[config.mk]
export PLATFORM = sky130hd
export DESIGN_NAME = payout_engine
export DESIGN_NICKNAME = d
export VERILOG_FILES = /design/src/rtl/payout_engine_pkg.sv /design/src/rtl/payout_base_lookup.sv /design/src/rtl/payout_engine.sv
export SDC_FILE = /design/constraint.sdc
export NUM_CORES = 1
export LEC_CHECK = 0
export ABC_AREA = 0
export CAP_MARGIN = 20
export CORE_MARGIN = 2
export CORE_UTILIZATION = 50
export CTS_BUF_LIST = sky130_fd_sc_hd__clkbuf_8
export CTS_CLUSTER_SIZE = 10
export DETAILED_ROUTE_END_ITERATION = 7
export MAX_ROUTING_LAYER = met4
export PLACE_DENSITY = 0.77
export SLEW_MARGIN = 20
export SYNTH_ARGS = -nofsm -noshare
export SYNTH_HDL_FRONTEND = slang
export SYNTH_SLANG_ARGS = --single-unit
[constraint.sdc]
create_clock -name clk -period 12.19 [get_ports clk]
set_clock_uncertainty 0.15 [all_clocks]
set_input_delay 1.219 -clock clk [delete_from_list [all_inputs] [get_ports clk]]
set_output_delay 1.219 -clock clk [all_outputs]
set_load 0.05 [all_outputs]
[src/rtl/payout_engine_pkg.sv]
// Shared definitions for the payout engine: symbol codes, base payout values and FSM states.
package payout_engine_pkg;

    localparam int unsigned SYM_W   = 3;
    localparam int unsigned NUM_SYM = 8;
    localparam int unsigned BASE_W  = 13;

    typedef enum logic [SYM_W-1:0] {
        SYM_BLANK     = 3'd0,
        SYM_CHERRY    = 3'd1,
        SYM_LIME      = 3'd2,
        SYM_ORANGE    = 3'd3,
        SYM_GRAPE     = 3'd4,
        SYM_BANANA    = 3'd5,
        SYM_BLUEBERRY = 3'd6,
        SYM_COCONUT   = 3'd7
    } sym_e;

    localparam logic [BASE_W-1:0] PAY_COCONUT   = 13'd5000;
    localparam logic [BASE_W-1:0] PAY_CHERRY    = 13'd2000;
    localparam logic [BASE_W-1:0] PAY_BLUEBERRY = 13'd1000;
    localparam logic [BASE_W-1:0] PAY_BANANA    = 13'd500;
    localparam logic [BASE_W-1:0] PAY_GRAPE     = 13'd100;
    localparam logic [BASE_W-1:0] PAY_ORANGE    = 13'd25;
    localparam logic [BASE_W-1:0] PAY_LIME      = 13'd10;
    localparam logic [BASE_W-1:0] PAY_TWO_CHERRY = 13'd50;
    localparam logic [BASE_W-1:0] PAY_ONE_CHERRY = 13'd5;
    localparam logic [BASE_W-1:0] PAY_ANY       = 13'd1;

    typedef enum logic [1:0] {
        ST_IDLE  = 2'd0,
        ST_COUNT = 2'd1,
        ST_EVAL  = 2'd2,
        ST_SCALE = 2'd3
    } state_e;

endpackage

[src/rtl/payout_base_lookup.sv]
// Combinational base payout from per-symbol occurrence counts; first matching rule wins.
module payout_base_lookup
    import payout_engine_pkg::*;
#(
    parameter int unsigned NUM_REELS = 3,
    parameter int unsigned CNT_W     = 2
) (
    input  logic [NUM_SYM-1:0][CNT_W-1:0] counts_i,
    output logic [BASE_W-1:0]             base_c
);

    localparam logic [CNT_W-1:0] ALL_REELS = CNT_W'(NUM_REELS);

    always_comb begin
        base_c = '0;
        if (counts_i[SYM_COCONUT] == ALL_REELS)        base_c = PAY_COCONUT;
        else if (counts_i[SYM_CHERRY] == ALL_REELS)    base_c = PAY_CHERRY;
        else if (counts_i[SYM_BLUEBERRY] == ALL_REELS) base_c = PAY_BLUEBERRY;
        else if (counts_i[SYM_BANANA] == ALL_REELS)    base_c = PAY_BANANA;
        else if (counts_i[SYM_GRAPE] == ALL_REELS)     base_c = PAY_GRAPE;
        else if (counts_i[SYM_ORANGE] == ALL_REELS)    base_c = PAY_ORANGE;
        else if (counts_i[SYM_LIME] == ALL_REELS)      base_c = PAY_LIME;
        else if (counts_i[SYM_CHERRY] >= CNT_W'(2))    base_c = PAY_TWO_CHERRY;
        else if (counts_i[SYM_CHERRY] != '0)           base_c = PAY_ONE_CHERRY;
        else if (counts_i[SYM_BLANK] == '0)            base_c = PAY_ANY;
    end

endmodule

[src/rtl/payout_engine.sv]
// Sequential slot payout engine: counts symbols one reel per cycle, looks up and scales the payout.
// Optional progressive jackpot enabled by defining PAYOUT_JACKPOT_EN.
module payout_engine
    import payout_engine_pkg::*;
#(
    parameter int unsigned NUM_REELS    = 3,
    parameter int unsigned BET_W        = 4,
    parameter int unsigned PAY_W        = 16,
    parameter int unsigned JACKPOT_SEED = 100
) (
    input  logic                     clk,
    input  logic                     reset,
    input  logic                     start,
    input  logic [3*NUM_REELS-1:0]   symbols,
    input  logic [BET_W-1:0]         bet,
    output logic                     busy,
    output logic                     done,
    output logic [PAY_W-1:0]         payout,
    output logic                     win,
    output logic [PAY_W-1:0]         jackpot
);

    localparam int unsigned CNT_W  = $clog2(NUM_REELS + 1);
    localparam int unsigned IDX_W  = $clog2(NUM_REELS);
    localparam int unsigned PROD_W = PAY_W + BET_W;
    localparam int unsigned SUM_W  = PROD_W + 1;
    localparam logic [PAY_W-1:0] PAY_MAX = '1;

    if (NUM_REELS < 3 || NUM_REELS > 15) begin : g_bad_reels
        $error("payout_engine: NUM_REELS must be within 3..15");
    end
    if (PAY_W < BASE_W) begin : g_bad_pay_w
        $error("payout_engine: PAY_W must be at least 13");
    end
    if ($clog2(JACKPOT_SEED + 1) > PAY_W) begin : g_bad_seed
        $error("payout_engine: JACKPOT_SEED does not fit in PAY_W");
    end

    state_e                                state_q, state_d;
    logic [NUM_REELS-1:0][SYM_W-1:0]       sym_q, sym_d;
    logic [BET_W-1:0]                      bet_q, bet_d;
    logic [IDX_W-1:0]                      idx_q, idx_d;
    logic [NUM_SYM-1:0][CNT_W-1:0]         cnt_q, cnt_d;
    logic [BASE_W-1:0]                     base_q, base_d;
    logic [PAY_W-1:0]                      payout_q, payout_d;
    logic                                  win_q, win_d;
    logic                                  busy_q, busy_d;
    logic                                  done_q, done_d;
    logic [BASE_W-1:0]                     base_c;
    logic [PROD_W-1:0]                     prod_c;
    logic [SUM_W-1:0]                      total_c;
    logic [PAY_W-1:0]                      sat_c;

    payout_base_lookup #(
        .NUM_REELS (NUM_REELS),
        .CNT_W     (CNT_W)
    ) u_lookup (
        .counts_i (cnt_q),
        .base_c   (base_c)
    );

    assign prod_c = PROD_W'(base_q) * PROD_W'(bet_q);

`ifdef PAYOUT_JACKPOT_EN
    logic [PAY_W-1:0] jackpot_q, jackpot_d;
    logic [PAY_W:0]   jp_sum_c;
    logic             all_coco_c;

    assign all_coco_c = (cnt_q[SYM_COCONUT] == CNT_W'(NUM_REELS));
    assign jp_sum_c   = (PAY_W+1)'(jackpot_q) + (PAY_W+1)'(bet);
    // Pool already contains this spin's bet by the time SCALE runs
    assign total_c    = SUM_W'(prod_c) + (all_coco_c ? SUM_W'(jackpot_q) : SUM_W'(0));
    assign jackpot    = jackpot_q;
`else
    assign total_c    = SUM_W'(prod_c);
    assign jackpot    = '0;
`endif

    assign sat_c = (total_c > SUM_W'(PAY_MAX)) ? PAY_MAX : PAY_W'(total_c);

    // State register and datapath registers
    always_ff @(posedge clk or posedge reset) begin
        if (reset) begin
            state_q   <= ST_IDLE;
            sym_q     <= '0;
            bet_q     <= '0;
            idx_q     <= '0;
            cnt_q     <= '0;
            base_q    <= '0;
            payout_q  <= '0;
            win_q     <= 1'b0;
            busy_q    <= 1'b0;
            done_q    <= 1'b0;
`ifdef PAYOUT_JACKPOT_EN
            jackpot_q <= PAY_W'(JACKPOT_SEED);
`endif
        end else begin
            state_q   <= state_d;
            sym_q     <= sym_d;
            bet_q     <= bet_d;
            idx_q     <= idx_d;
            cnt_q     <= cnt_d;
            base_q    <= base_d;
            payout_q  <= payout_d;
            win_q     <= win_d;
            busy_q    <= busy_d;
            done_q    <= done_d;
`ifdef PAYOUT_JACKPOT_EN
            jackpot_q <= jackpot_d;
`endif
        end
    end

    // Next-state logic
    always_comb begin
        state_d = state_q;
        case (state_q)
            ST_IDLE:  if (start) state_d = ST_COUNT;
            ST_COUNT: if (idx_q == IDX_W'(NUM_REELS - 1)) state_d = ST_EVAL;
            ST_EVAL:  state_d = ST_SCALE;
            ST_SCALE: state_d = ST_IDLE;
            default:  state_d = ST_IDLE;
        endcase
    end

    // Datapath and registered-output next values
    always_comb begin
        sym_d     = sym_q;
        bet_d     = bet_q;
        idx_d     = idx_q;
        cnt_d     = cnt_q;
        base_d    = base_q;
        payout_d  = payout_q;
        win_d     = win_q;
        busy_d    = (state_d != ST_IDLE);
        done_d    = 1'b0;
`ifdef PAYOUT_JACKPOT_EN
        jackpot_d = jackpot_q;
`endif
        case (state_q)
            ST_IDLE: begin
                if (start) begin
                    sym_d = symbols;
                    bet_d = bet;
                    idx_d = '0;
                    cnt_d = '0;
`ifdef PAYOUT_JACKPOT_EN
                    jackpot_d = jp_sum_c[PAY_W] ? PAY_MAX : jp_sum_c[PAY_W-1:0];
`endif
                end
            end
            ST_COUNT: begin
                cnt_d[sym_q[idx_q]] = cnt_q[sym_q[idx_q]] + CNT_W'(1);
                idx_d = idx_q + IDX_W'(1);
            end
            ST_EVAL: base_d = base_c;
            ST_SCALE: begin
                payout_d = sat_c;
                win_d    = (sat_c != '0);
                done_d   = 1'b1;
`ifdef PAYOUT_JACKPOT_EN
                if (all_coco_c) jackpot_d = PAY_W'(JACKPOT_SEED);
`endif
            end
            default: ;
        endcase
    end

    assign busy   = busy_q;
    assign done   = done_q;
    assign payout = payout_q;
    assign win    = win_q;

endmodule

==> impl_results.md, run 1 <==
* Fillers at 766
* DR DRC count at 0
* Total number of vias at 3310
* I/O Pins at 51
* Mean post-synth cell area at 9.32 um^2
* Logic pwr share at 59.9%
* RSZ-0062 raised after global routing: no
* Inserted Clock Buffers at 9
* Fraction of registers with async set/reset at 100%
* Max Cap Viol at 0
* Max-slew violations at 0
* Leakage at 2.34 nW
* Clk pwr share at 12.3%
* Final Hold Fails at 0
* Die Footprint at 9570 um^2
* Cells after Synth at 472
* Setup ws final at 7.72 ns
* Worst endpoint required time at 12.24 ns
* Iteration-0 DRC Markers at 135
* Total wire length at 8950 um
* DP HPWL at 6860 um
* FF+latch area at 1580 um^2
* Nets at 560
* Max_slew headroom at 47.7%
* Drt wl/cell at 14.6 um
* Worst path arrival time at 4.52 ns
* # Post-CTS Setup Buffers at 0
* CTS Hold Bufs at 0
* Crit path max-delay family: compound AO/OA/AOI/OAI gates
* Initial Util at 51.0%
* Cell mode on critical path: fa_1
* Synthesized flop and latch total at 63
* Antenna cells at 0
* Switching share of power at 48.4%
* CP startpoint kind: flip-flop
* Largest net degree at the start of global routing at 64
* Syn. warnings at 0
* Tcrit/Tclk final at 36.7%
* GR Util met2 at 34.6%
* Area of the multi-input gates at 2560 um^2
* Via density at 5.39
* Setup TNS at 0 ns
* Post-CTS sizing at 0
* Commonest non-fill, non-tap cell in the layout: nand2_1
* Vias in the first global route at 3380
* Critical path class: flip-flop to flip-flop
* Overflow after GRT at 0
* Setup WS pre-CTS at 7.74 ns
* Power Density at 279 nW/um^2
* Finish-stage setup viols at 0
* Design Area, Final at 4940 um^2
* H-tree Lvls at 3
* Crit Path Max Fanout at 12
* Height of the chip at 97.8 um
* M3 GR Usage at 4.58%
* FMAX at 224 MHz
* Final GP Congestion at 0.903
* HP Class: flip-flop to flip-flop
* Count of different cell masters after synthesis at 50
* Antenna violations before repair at 0
* Gr usage total at 21.0%
* GRT busiest layer: met2
* IO buf count at 34
* Status: complete, no violations
* DP Cell Count at 599
* Met1 Use GR at 25.3%
* Net Switching at 667 uW
* CTS clk-pin slew, worst paths at 0.07 ns
* Synth area leader: dfrtp_1
* Num rows at 34
* Synth Flop Type: dfrtp_1
* Root buffer cell: clkbuf_8
* Core box area at 8640 um^2
* Cell area after placement at 4760 um^2
* Util after Layout at 57.2%
* Endpoint type of the worst setup path: flip-flop
* CTS max path bufs at 2
* Crit-path cells: nand2_1 -> fa_1 -> inv_1 -> fa_1 -> fa_1 -> a21o_1 -> a221oi_2 -> o211ai_2 -> a41o_1 -> a211oi_1 -> a21oi_1
* Final hold slack at 0.358 ns
* 1st-pass router iterations at 4
* Sequential area share after synthesis at 35.8%
* Area grow syn2layout at 12.3%
* Area of the mapped netlist at 4400 um^2
* Pint at 712 uW
* Final min period at 4.47 ns
* Synth top area share at 35.8%
* Critical-path top delay cell: a211oi_1
* Sequential power share at 27.9%
* CTS tree: yes
* Commonest cells after routing, fill and taps aside: nand2_1, dfrtp_1, inv_1, and2_1, clkdlybuf4s50_1
* Maximum vdd ir drop at 0.128 mV
* Die Wd at 97.8 um
* Worst-Margin Slew at 0.784 ns
* WP buf/inv at 1
* Post-synth EDFFs at 0
* Overall Power at 1.38 mW
* Synth top area cells: dfrtp_1, fa_1, ha_1
* Worst-skew pair later-pin latency at 0.35 ns
* Share of layout cells above drive strength 1 at 8.30%
* Non-Filler Instances at 614
* Routed Antenna Nets at 0
* Num Clock Sinks at 63
* Largest stage delay, worst path at 0.64 ns
* First-pass GRT wire length at 15800 um
==> logic make-up after synthesis <==
group / Yosys count / synth area share, %
multiplexers: 36 / 8.67
AO/OA/AOI/OAI: 88 / 12.8
flip-flops: 63 / 35.8
adder cells (fa/ha/maj): 42 / 15.2
other: 1 / 0.0852
AND/OR/NAND/NOR: 163 / 17.9
XOR/XNOR: 11 / 2.19
buffers and inverters: 68 / 7.39
==> worst reg2reg max path, stage by stage (launching register included) <==
cell	delay [ns]
dfrtp_1	0.49
nand2_1	0.12
fa_1	0.55
inv_1	0.06
fa_1	0.54
fa_1	0.48
a21o_1	0.22
a221oi_2	0.41
o211ai_2	0.20
a41o_1	0.29
a211oi_1	0.64
a21oi_1	0.17
==> sequential cells by signal, indices dropped and copies added, names as in the netlist <==
| signal | flops |
|---|---|
| base_q | 11 |
| bet_q | 4 |
| busy | 1 |
| cnt_q | 16 |
| done | 1 |
| idx_q | 2 |
| payout | 16 |
| state_q | 2 |
| sym_q | 9 |
| win | 1 |
==> path summary, 6_finish.rpt <==
kind	endpoint	slack, ns	start	depth (start not counted)
setup / recovery	payout[0]	7.72	bet_q[3]	11
hold / removal	sym_q[1]	0.36	sym_q[1]	1
setup reg to reg	payout[0]	7.72	bet_q[3]	11
hold reg to reg	sym_q[1]	0.36	sym_q[1]	1
max in group asynchronous	bet_q[2]	10.11	reset	3
min in group asynchronous	win	1.27	reset	3
==> cell usage after synthesis (all sizes together) (3+ instances only) <==
master	count
o21ai	27
mux2	17
fa	19
mux2i	19
clkbuf	13
inv	36
nand3	4
ha	23
xnor2	6
nor2	27
nor3	4
and2	35
a31oi	3
xor2	5
nand2	67
nand2b	8
a21oi	25
o22a	8
buf	19
dfrtp	63
nand4	4
nor2b	4
a21o	5
==> power groups by stage <==
| stage | logic [mW] | registers, mW | clock network, mW |
|---|---|---|---|
| after floorplan | 0.543 | 0.458 | 0 |
| after global placement | 0.800 | 0.382 | 0 |
| after detailed placement | 0.826 | 0.389 | 0 |
| after CTS | 0.829 | 0.385 | 0.173 |
| after global routing | 0.911 | 0.401 | 0.184 |
| final | 0.826 | 0.384 | 0.169 |
==> per-layer routing <==
layer  up-vias  wire, um
li1       1624         -
met1      1597      3910
met2        68      4560
met3        21       306
met4         0       176
met5         -         0
==> layout make-up <==
type                       count  share of cell area, %
clock inverter                 3                  0.354
multi-input combinational    356                   51.7
sequential                    63                   31.9
timing repair buffer          36                   7.19
tap                          108                   2.73
clock buffer                  12                   3.34
inverter                      36                   2.73
Note: power is estimated with default switching activity, not from simulation.
==> run 2, diff against run 1 <==
--- a/config.mk
+++ b/config.mk
@@ -13,7 +13,7 @@
 export CTS_CLUSTER_SIZE = 10
 export DETAILED_ROUTE_END_ITERATION = 7
 export MAX_ROUTING_LAYER = met4
-export PLACE_DENSITY = 0.77
+export PLACE_DENSITY = 0.8
 export SLEW_MARGIN = 20
 export SYNTH_ARGS = -nofsm -noshare
 export SYNTH_HDL_FRONTEND = slang
==> constraint.sdc (replaced) <==
create_clock -name clk -period 3.7 [get_ports clk]
set_clock_uncertainty 0.15 [all_clocks]
set_input_delay 0.37 -clock clk [delete_from_list [all_inputs] [get_ports clk]]
set_output_delay 0.37 -clock clk [all_outputs]
set_load 0.05 [all_outputs]
==> impl_results.md, run 2 (synthesis results as in run 1) <==
* RSZ-0062 raised after global routing: yes
* FF+latch area at 1580 um^2
* Tcrit/Tclk final at 102%
* DP HPWL at 7250 um
* Util after Layout at 61.6%
* CP startpoint kind: flip-flop
* Routed Antenna Nets at 0
* Reg-to-reg startpoint: bet_q[2]
* Antenna violations before repair at 0
* Critical path class: flip-flop to flip-flop
* Largest net degree at the start of global routing at 44
* Die Wd at 97.8 um
* Worst Setup SP: bet_q[2]
* Failing checks: setup timing
* Crit Path Max Fanout at 8
* Final GP Congestion at 0.887
* Total number of vias at 3470
* Antenna cells at 0
* Gr usage total at 21.4%
* Initial Util at 51.0%
* CTS tree: yes
* H-tree Lvls at 3
* DR DRC count at 0
* Area of the multi-input gates at 2680 um^2
* Worst R2R Path Depth at 14
* Total wire length at 9490 um
* I/O Pins at 51
* Commonest cells after routing, fill and taps aside: nand2_1, dfrtp_1, clkdlybuf4s50_1
* Nets at 587
* Final min period at 3.77 ns
* Status: finished with violations
* R2r endpoint: payout[3]
* Power Density at 963 nW/um^2
* Max-slew violations at 0
* Iteration-0 DRC Markers at 96
* Maximum vdd ir drop at 0.475 mV
* CP endpoint: payout[3]
* Setup TNS at -0.571 ns
* IO buf count at 34
* Finish-stage setup viols at 12
* Num Clock Sinks at 63
* Worst-skew pair later-pin latency at 0.35 ns
* Vias in the first global route at 3573
* Drt wl/cell at 14.8 um
* Max Cap Viol at 0
* Height of the chip at 97.8 um
* Fillers at 710
* CTS clk-pin slew, worst paths at 0.08 ns
* CTS Hold Bufs at 0
* First-pass GRT wire length at 16100 um
* Num rows at 34
* Commonest non-fill, non-tap cell in the layout: nand2_1
* Overflow after GRT at 0
* 1st-pass router iterations at 5
* Inserted Clock Buffers at 9
* Final Hold Fails at 0
* HP Class: primary input to asynchronous set/reset pin
* Leakage at 2.48 nW
* Area grow syn2layout at 21.0%
* CTS max path bufs at 2
* Reg2reg setup slack at -0.07 ns
* Root buffer cell: clkbuf_8
* Worst path arrival time at 3.86 ns
* Worst endpoint required time at 3.79 ns
* Worst-Margin Slew at 0.772 ns
* Die Footprint at 9570 um^2
* Setup ws final at -0.0717 ns
* Endpoint type of the worst setup path: flip-flop
* Share of layout cells above drive strength 1 at 17.8%
* FMAX at 265 MHz
* Max_slew headroom at 48.5%
* Core box area at 8640 um^2
* Via density at 5.40
[run 2: cell types whose count changed in the layout (fill, tap and decap cells not counted), moves of 3 or more]
cell,delta
buf_4,+25
and2_1,-4
and2_4,+4
ha_1,-4
ha_4,+4
inv_1,-4
inv_2,+4
dfrtp_1,-3
dfrtp_2,+3
[run 2: critical path, stage by stage (launching register included)]
cell	delay, ns
dfrtp_2	0.41
buf_4	0.15
and2_4	0.14
fa_1	0.51
inv_2	0.04
fa_1	0.51
inv_2	0.05
ha_4	0.23
buf_4	0.16
a221oi_4	0.31
o211ai_2	0.14
a41o_1	0.21
a211o_1	0.34
buf_6	0.15
o22a_1	0.18
[run 2: metal layers]
metal	vias up	share of wire [%]	track usage [%]
li1	1679	-	-
met1	1701	42	24.4
met2	69	53	37.8
met3	21	2.9	3.44
met4	0	2.0	8.23
met5	-	0	-
[run 2: metrics by stage]
stage | setup WS, ns | power (mW) | cells | instance area [um^2] | hold slack (ns)
finish | -0.0717 | 5.13 | 642 | 5320 | 0.179
global route | -0.214 | 5.53 | 642 | 5320 | 0.231
CTS | -0.0567 | 5.05 | 639 | 5260 | 0.196
detailed placement | -0.122 | 4.33 | 623 | 5010 | 0.346
global placement | -0.0178 | 4.19 | 623 | 5010 | 0.338
floorplan | -0.123 | 3.41 | 487 | 4540 | 0.329
[run 2: how the worst min path moves through the flow]
| stage | startpoint | endpoint | slack [ns] | cells after the start |
|---|---|---|---|---|
| floorplan | sym_q[0] | sym_q[0] | 0.33 | 1 |
| global placement | sym_q[7] | sym_q[7] | 0.34 | 1 |
| detailed placement | payout[1] | payout[1] | 0.35 | 1 |
| CTS | reset | payout[13] | 0.20 | 2 |
| global route | reset | payout[11] | 0.23 | 2 |
| finish | reset | payout[13] | 0.18 | 2 |
[run 2: report_power, final]
group | switching, mW | internal [mW]
sequential | 0.267 | 0.987
clock | 0.290 | 0.401
combinational | 1.82 | 1.36
total | 2.38 | 2.75
[run 2: what timing repair did]
action | in CTS | in global routing
resized for setup | 6 | 12
pin swaps | 0 | 14
setup buffers | 0 | 3
endpoints found under the setup margin | 16 | 16
[run 2: final cells by class]
cell class / instances / share of cell area (%)
tap: 108 / 2.54
multi-input combinational: 356 / 50.4
clock buffer: 10 / 2.59
clock inverter: 6 / 1.74
timing repair buffer: 63 / 10.5
sequential: 63 / 29.7
inverter: 36 / 2.54
